**config.mk**
```make
export PLATFORM = sky130hd
export DESIGN_NAME = galapagos_to_axis_bridge
export DESIGN_NICKNAME = d
export VERILOG_FILES = /design/src/rtl/galapagos_to_axis_bridge.sv
export SDC_FILE = /design/constraint.sdc
export NUM_CORES = 1
export LEC_CHECK = 0
export CAP_MARGIN = 40
export CORE_ASPECT_RATIO = 0.8
export CORE_MARGIN = 10
export CORE_UTILIZATION = 32
export CTS_CLUSTER_SIZE = 40
export DETAILED_ROUTE_END_ITERATION = 10
export GPL_TIMING_DRIVEN = 0
export PLACE_DENSITY = 0.8
export SLEW_MARGIN = 20
export SYNTH_ARGS = -nofsm -noshare
export SYNTH_HDL_FRONTEND = slang
export SYNTH_SLANG_ARGS = --single-unit
export TNS_END_PERCENT = 30
```
**constraint.sdc**
```tcl
create_clock -name i_clk -period 2.2 [get_ports i_clk]
set_clock_uncertainty 0.05 [all_clocks]
set_input_delay 0.33 -clock i_clk [delete_from_list [all_inputs] [get_ports i_clk]]
set_output_delay 0.33 -clock i_clk [all_outputs]
set_load 0.05 [all_outputs]
```
**src/rtl/galapagos_to_axis_bridge.sv**
```systemverilog
// Galapagos ingress to AXI-Stream bridge: forwards beats addressed to this core, drops the rest.
// Optional byte masking by TKEEP is enabled with `define GP_BRIDGE_TKEEP_MASK_EN.
module galapagos_to_axis_bridge #(
    parameter int unsigned GALAPAGOS_DATA_WIDTH    = 32,
    parameter int unsigned GALAPAGOS_NUM_TRANSFERS = 2,
    parameter int unsigned GALAPAGOS_TID           = 4,
    parameter int unsigned AXI_STREAM_DATA_WIDTH   = 16
) (
    input  logic                               i_clk,
    input  logic                               i_aresetn,
    input  logic [31:0]                        i_core_TID,
    input  logic                               i_gp_TVALID,
    output logic                               o_gp_TREADY,
    input  logic [GALAPAGOS_DATA_WIDTH-1:0]    i_gp_TDATA,
    input  logic [GALAPAGOS_DATA_WIDTH/8-1:0]  i_gp_TKEEP,
    input  logic [7:0]                         i_gp_TDEST,
    input  logic [7:0]                         i_gp_TID,
    input  logic                               i_gp_TLAST,
    output logic                               o_axis_TVALID,
    input  logic                               i_axis_TREADY,
    output logic [AXI_STREAM_DATA_WIDTH-1:0]   o_axis_TDATA
);

    localparam int unsigned KEEP_W = GALAPAGOS_DATA_WIDTH / 8;
    localparam int unsigned CNT_W  = (GALAPAGOS_NUM_TRANSFERS < 1) ? 1 :
                                     $clog2(GALAPAGOS_NUM_TRANSFERS + 1);
    localparam logic [CNT_W-1:0] CNT_MAX = CNT_W'(GALAPAGOS_NUM_TRANSFERS);

    typedef enum logic [1:0] {
        ST_IDLE = 2'd0,
        ST_FWD  = 2'd1,
        ST_DROP = 2'd2
    } state_t;

    state_t                          state_q, state_d;
    logic [CNT_W-1:0]                beat_cnt_q, beat_cnt_d;
    logic                            axis_valid_q, axis_valid_d;
    logic [AXI_STREAM_DATA_WIDTH-1:0] axis_data_q, axis_data_d;

    logic [7:0]                      eff_id;
    logic                            dest_match;
    logic                            gp_hs;
    logic                            axis_hs;
    logic                            fwd_beat;
    logic                            emit;
    logic [GALAPAGOS_DATA_WIDTH-1:0] masked_data;
    logic                            unused_bits;

    // All-ones core TID means "not configured": fall back to the build-time identity
    assign eff_id     = (i_core_TID == 32'hFFFF_FFFF) ? 8'(GALAPAGOS_TID) : i_core_TID[7:0];
    assign dest_match = (i_gp_TDEST == eff_id);

`ifdef GP_BRIDGE_TKEEP_MASK_EN
    for (genvar k = 0; k < KEEP_W; k++) begin : g_mask
        assign masked_data[8*k +: 8] = i_gp_TKEEP[k] ? i_gp_TDATA[8*k +: 8] : 8'h00;
    end
`else
    assign masked_data = i_gp_TDATA;
`endif

    assign unused_bits = ^{i_gp_TID, i_gp_TKEEP, masked_data};

    // Drop mode never stalls; otherwise accept only when the output slot is free or draining
    assign o_gp_TREADY = !i_aresetn &&
                         ((state_q == ST_DROP) || !axis_valid_q || i_axis_TREADY);

    assign gp_hs    = i_gp_TVALID && o_gp_TREADY;
    assign axis_hs  = axis_valid_q && i_axis_TREADY;
    assign fwd_beat = (state_q == ST_FWD) || ((state_q == ST_IDLE) && dest_match);
    assign emit     = gp_hs && fwd_beat && (beat_cnt_q < CNT_MAX);

    always_ff @(posedge i_clk) begin
        if (i_aresetn) begin
            state_q      <= ST_IDLE;
            beat_cnt_q   <= '0;
            axis_valid_q <= 1'b0;
            axis_data_q  <= '0;
        end else begin
            state_q      <= state_d;
            beat_cnt_q   <= beat_cnt_d;
            axis_valid_q <= axis_valid_d;
            axis_data_q  <= axis_data_d;
        end
    end

    always_comb begin
        state_d      = state_q;
        beat_cnt_d   = beat_cnt_q;
        axis_valid_d = axis_valid_q;
        axis_data_d  = axis_data_q;

        if (gp_hs) begin
            case (state_q)
                ST_IDLE: begin
                    if (!i_gp_TLAST) begin
                        state_d = dest_match ? ST_FWD : ST_DROP;
                    end
                end
                ST_FWD, ST_DROP: begin
                    if (i_gp_TLAST) begin
                        state_d = ST_IDLE;
                    end
                end
                default: state_d = ST_IDLE;
            endcase

            // Saturate so over-long packets cannot wrap back into the forwarding window
            if (i_gp_TLAST) begin
                beat_cnt_d = '0;
            end else if (beat_cnt_q != CNT_MAX) begin
                beat_cnt_d = beat_cnt_q + CNT_W'(1);
            end
        end

        if (emit) begin
            axis_valid_d = 1'b1;
            axis_data_d  = masked_data[AXI_STREAM_DATA_WIDTH-1:0];
        end else if (axis_hs) begin
            axis_valid_d = 1'b0;
        end
    end

    assign o_axis_TVALID = axis_valid_q;
    assign o_axis_TDATA  = axis_data_q;

endmodule

```
Yosys cells after proc, flatten, opt, wreduce, memory -nomap -nowiden

Index checks and enable logic that the tools add are counted.

$add $sub $neg: 1
Order comparisons: 1
Equality and inequality tests: 7
Muxes and demuxes: 9
Reductions and logical operators: 17

Operators by type and width:

| operator             | count |
|---|---|
| $eq 32x32->1 const B | 1 |
| $mux 2               | 5 |
| $eq 8x8->1           | 1 |
| $mux 8               | 1 |
| $logic_and 1x1->1    | 6 |
| $ne 2x2->1 const B   | 3 |
| $pmux 2 s2           | 1 |
| $reduce_bool 2->1    | 2 |
| $logic_or 1x1->1     | 3 |
| $reduce_and 3->1     | 1 |
| $add 2x1->2 const B  | 1 |
| $eq 2x1->1 const B   | 1 |
| $eq 2x2->1 const B   | 1 |
| $logic_not 1->1      | 2 |
| $logic_not 2->1      | 1 |
| $lt 2x2->1 const B   | 1 |
| $mux 1               | 2 |
| $reduce_and 2->1     | 1 |
| $reduce_or 2->1      | 1 |

Bits in registers: 21
Input bits: 89
Output and inout port bits: 18
Word-level logic and storage cells: 39

Longest topological paths before layout

Depth after elaboration: 8
Mapped depth: 10
Gate-level depth less buffers: 8

Worst setup path after synthesis

No wires, ideal clock.

Kind: register to register
From: reg axis_valid_q, in the netlist o_axis_TVALID
To: reg axis_data_q[4], in the netlist o_axis_TDATA[4]
Library setup time: 0.131 ns
Arrival time: 2.612 ns
Required time: 2.019 ns
Slack: -0.593 ns
Cell stages (with the launch flop): 9
Buffers on the path: 2
Clock period less this slack: 2.793 ns
Path through: dfxtp_1 > nor2b_1 > a21oi_1 > nand2_1 > or2_1 > buf_1 > clkbuf_1 > o21ai_2 > a21oi_2

Cells in the longest elaborated chain, start to end: 7

Ends and longest elaborated chain:

| element                        | line | RTL |
|---|---|---|
| start: declaration             | 37   | `logic axis_valid_q, axis_valid_d;` |
| start signal: assignment       | 81   | `axis_valid_q <= axis_valid_d;` |
| $logic_not 1->1                | 65   | `((state_q == ST_DROP) \|\| !axis_valid_q \|\| i_axis_TREADY);` |
| $logic_or 1x1->1 (2 in a row)  | 65   |  |
| $logic_and 1x1->1              | 64   | `assign o_gp_TREADY = !i_aresetn &&` |
| net o_gp_TREADY                | 13   | `output logic o_gp_TREADY,` |
| $logic_and 1x1->1              | 67   | `assign gp_hs = i_gp_TVALID && o_gp_TREADY;` |
| $logic_and 1x1->1 (2 in a row) | 70   | `assign emit = gp_hs && fwd_beat && (beat_cnt_q < CNT_MAX);` |
| end signal: assignment         | 82   | `axis_data_q <= axis_data_d;` |
| end: declaration               | 38   | `logic [AXI_STREAM_DATA_WIDTH-1:0] axis_data_q, axis_data_d;` |

The timed path passes the listed nets, and every way through them passes these cells.
A chain may end at the register's enable or synchronous reset.

Worst setup path after layout

From: in i_gp_TDEST[2]
To: reg axis_data_q[15], in the netlist o_axis_TDATA[15]

Cells in the longest elaborated chain, start to end: 5

Ends and longest elaborated chain:

| element                        | line | RTL |
|---|---|---|
| start: declaration             | 16   | `input logic [7:0] i_gp_TDEST,` |
| $eq 8x8->1                     | 51   | `assign dest_match = (i_gp_TDEST == eff_id);` |
| $logic_and 1x1->1              | 69   | `assign fwd_beat = (state_q == ST_FWD) \|\| ((state_q == ST_IDLE) && dest_match);` |
| $logic_or 1x1->1               | 69   |  |
| $logic_and 1x1->1 (2 in a row) | 70   |  |

No other way between the ends.

==> results.md <==
* Outcome: finished clean
* RSZ-0062 raised after global routing: yes
* Wire length per cell at between 15 and 20 um
* GRT Total Usage at 0.124
* HP Class: reg -> reg
* IO Count at 107
* Share of the synthesized area in the top cell type at 0.325
* Multi-input gate area at just under 900 um^2
* Power per cell area at between 300 and 400 nW/um^2
* Reg area at between 400 and 500 um^2
* Std-Cell Rows at 20
* CTS Hold Bufs at 0
* Top cells by count, synth: a21oi_1 (22), dfxtp_1 (21), nand3_1 (19), o21ai_1 (15), inv_1 (9)
* Worst reg-to-reg setup slack at 0.17 ns
* Syn_area_per_cell at 8.50 um^2
* CP Launch Type: input port
* TritonCTS clock tree: done
* Fraction of registers with async set or reset after synthesis at 0
* Root Buffer Master: clkbuf_8
* First-pass GRT wire length at 7.40 mm
* DR DRC count at 0
* Total power at 0.840 mW
* CTS clk-pin slew, worst paths at 0.07 ns
* Worst-Margin Slew at 0.532 ns
* Worst-path maximum fanout at 10
* Max_slew headroom at 0.644
* FMAX at 459 MHz
* Max-cap violations at 0
* Area growth, synth to finish at 86.0%
* Clock Tree Buf Depth at 2
* Worst r2r path cells at 9
* Largest net degree at the start of global routing at 12
* N_diodes at 0
* Setup ws final at 0.0236 ns
* CTS H-tree lvls at 1
* Die Footprint at 7000 um^2
* Synth Net Count at 245
* Fraction of layout cells with a size suffix above 1 at 0.246
* Synth cell types at 37
* Via count at ~1500
* Gpl congestion at between 0.7 and 0.8
* Die height at 76.8 um
* Post-DP HPWL at around 3.5 mm
* Seq cells post-synth at 21
* YS warnings at 0
* Hold path depth at 2
* 1st-iter DRT viols at 88
* Critical path arrival at 2.25 ns
* Die Wd at ~90 um
* Nets at 342
* Seq/Total Area, Yosys at 0.325
* Area leader, netlist: dfxtp_1
* Final setup viols at 0
* Final wirelength at 4.70 mm
* Critical path capture point: o_axis_TDATA[15]
* Post-route ant nets at 0
* Final worst path period share at 0.989
* Vias per inst at 4.97
* Leak at 0.902 nW
* Synth Flop Type: dfxtp_1
* Pre-antenna DRT Iters at 4
* Port buffer count at 78
* Cells after synthesis at 152
* Worst path required time at 2.27 ns
* Cts bufs inserted at 3
* Final core utilization at 0.624
* Grt ovf at 0
* Final Max Tran Viols at 0
* Vias in the first global route at 1573
* Final hold vios at 0
* Number of fill cells in the layout at between 300 and 400
* Clock Latency Late Sink at 0.25 ns
* Origin of the critical flop-to-flop path: state_q[0]
* Post-synth EDFFs at 0
* Critical Path Source: i_gp_TDEST[2]
* Worst setup EP type: flop
* Initial antenna violation count at 0
* Kind of critical path: in -> reg
* Worst r2r dst: o_axis_TDATA[15]
* Post-synthesis cell area at 1290 um^2
* TNS Setup at 0 ns
* Sink Count at 21
* Top-count cell post-synth: a21oi_1
* Synth top area cells: dfxtp_1 (33%), a21oi_1 (8.5%), nand3_1 (7.4%), o21ai_1 (5.8%), o32ai_4 (4.3%)
* Core Footprint at 3850 um^2
* Setup WS pre-CTS at -0.609 ns
* Starting Density at 0.335
* Tmin final at 2.18 ns
* Worst vdd ir at 0.000246 V
## worst max-delay path, stage by stage
cell,delay [ns]
clkdlybuf4s50_1,0.47
xnor2_1,0.12
o21ai_1,0.08
a221o_1,0.30
a211oi_4,0.20
buf_4,0.17
a41oi_4,0.14
buf_6,0.17
o21ai_1,0.18
a21oi_2,0.08
## power breakdown
part | leakage, nW | switching (mW) | total (mW) | internal [mW]
clock | 0.0228 | 0.115 | 0.244 | 0.129
combinational | 0.710 | 0.0951 | 0.212 | 0.117
sequential | 0.169 | 0.00182 | 0.384 | 0.382
total | 0.902 | 0.212 | 0.840 | 0.628
## worst min-delay path by stage
stage	from	end	slack, ns
CTS	o_axis_TDATA[4]	o_axis_TDATA[4]	0.43
global route	o_axis_TDATA[4]	o_axis_TDATA[4]	0.44
floorplan	i_aresetn	o_axis_TDATA[6]	0.35
global placement	o_axis_TDATA[4]	o_axis_TDATA[4]	0.41
finish	o_axis_TDATA[4]	o_axis_TDATA[4]	0.42
detailed placement	o_axis_TDATA[4]	o_axis_TDATA[4]	0.41
## per-stage QoR
stage	std cells	instance area, um^2	hold WS, ns
2_1_floorplan	152	1300	0.349
4_1_cts	301	2380	0.426
5_1_grt	303	2400	0.443
3_5_place_dp	285	2150	0.412
3_3_place_gp	285	2150	0.408
6_report	303	2400	0.424
## repair_timing
item	4_1_cts	5_1_grt
cloned	1	0
gates resized for setup	55	28
buffers inserted	11	2
setup endpoints to repair	18	17
pin swaps	26	14
## cells by family (layout without fill, tap and decap cells)
kind of cell / Yosys count / after routing / share of synthesized area
AO/OA/AOI/OAI: 54 / 54 / 0.281
XOR/XNOR: 3 / 3 / 0.0203
adder cells (fa/ha/maj): 4 / 4 / 0.0387
buffers and inverters: 17 / 113 / 0.0765
flip-flops: 21 / 21 / 0.325
multiplexers: 1 / 1 / 0.00774
AND/OR/NAND/NOR: 52 / 52 / 0.251
## cells in the final DEF, fill, tap and decap left out, types with 4 or more instances in the layout
cell and n:
a21oi_1 14, a21oi_2 7, buf_12 4, buf_4 9
clkbuf_2 7, clkdlybuf4s50_1 43, dfxtp_1 21, dlygate4sd2_1 26
ha_1 4, inv_1 9, nand3_1 12, nand3_2 8
nand4_1 8, nor2_1 7, o21ai_1 18
## flip-flops by register name, indices dropped and copies added (netlist names)
name           flops
state_q            2
beat_cnt_q         2
o_axis_TVALID      1
o_axis_TDATA      16
## metal layers
layer,vias up,track usage,share of wire
met5,-,0,0
li1,762,-,-
met3,6,0.0340,0.044
met4,0,0.0297,0.015
met2,42,0.227,0.52
met1,696,0.138,0.42
## area by class of cell
type                       instances  share of cell area
multi-input combinational        114               0.371
timing repair buffer              92               0.365
sequential                        21               0.175
tap                               55              0.0286
buffer                             8              0.0281
clock buffer                       4              0.0187
inverter                           9              0.0141
Power figures use the tool's default switching activity.
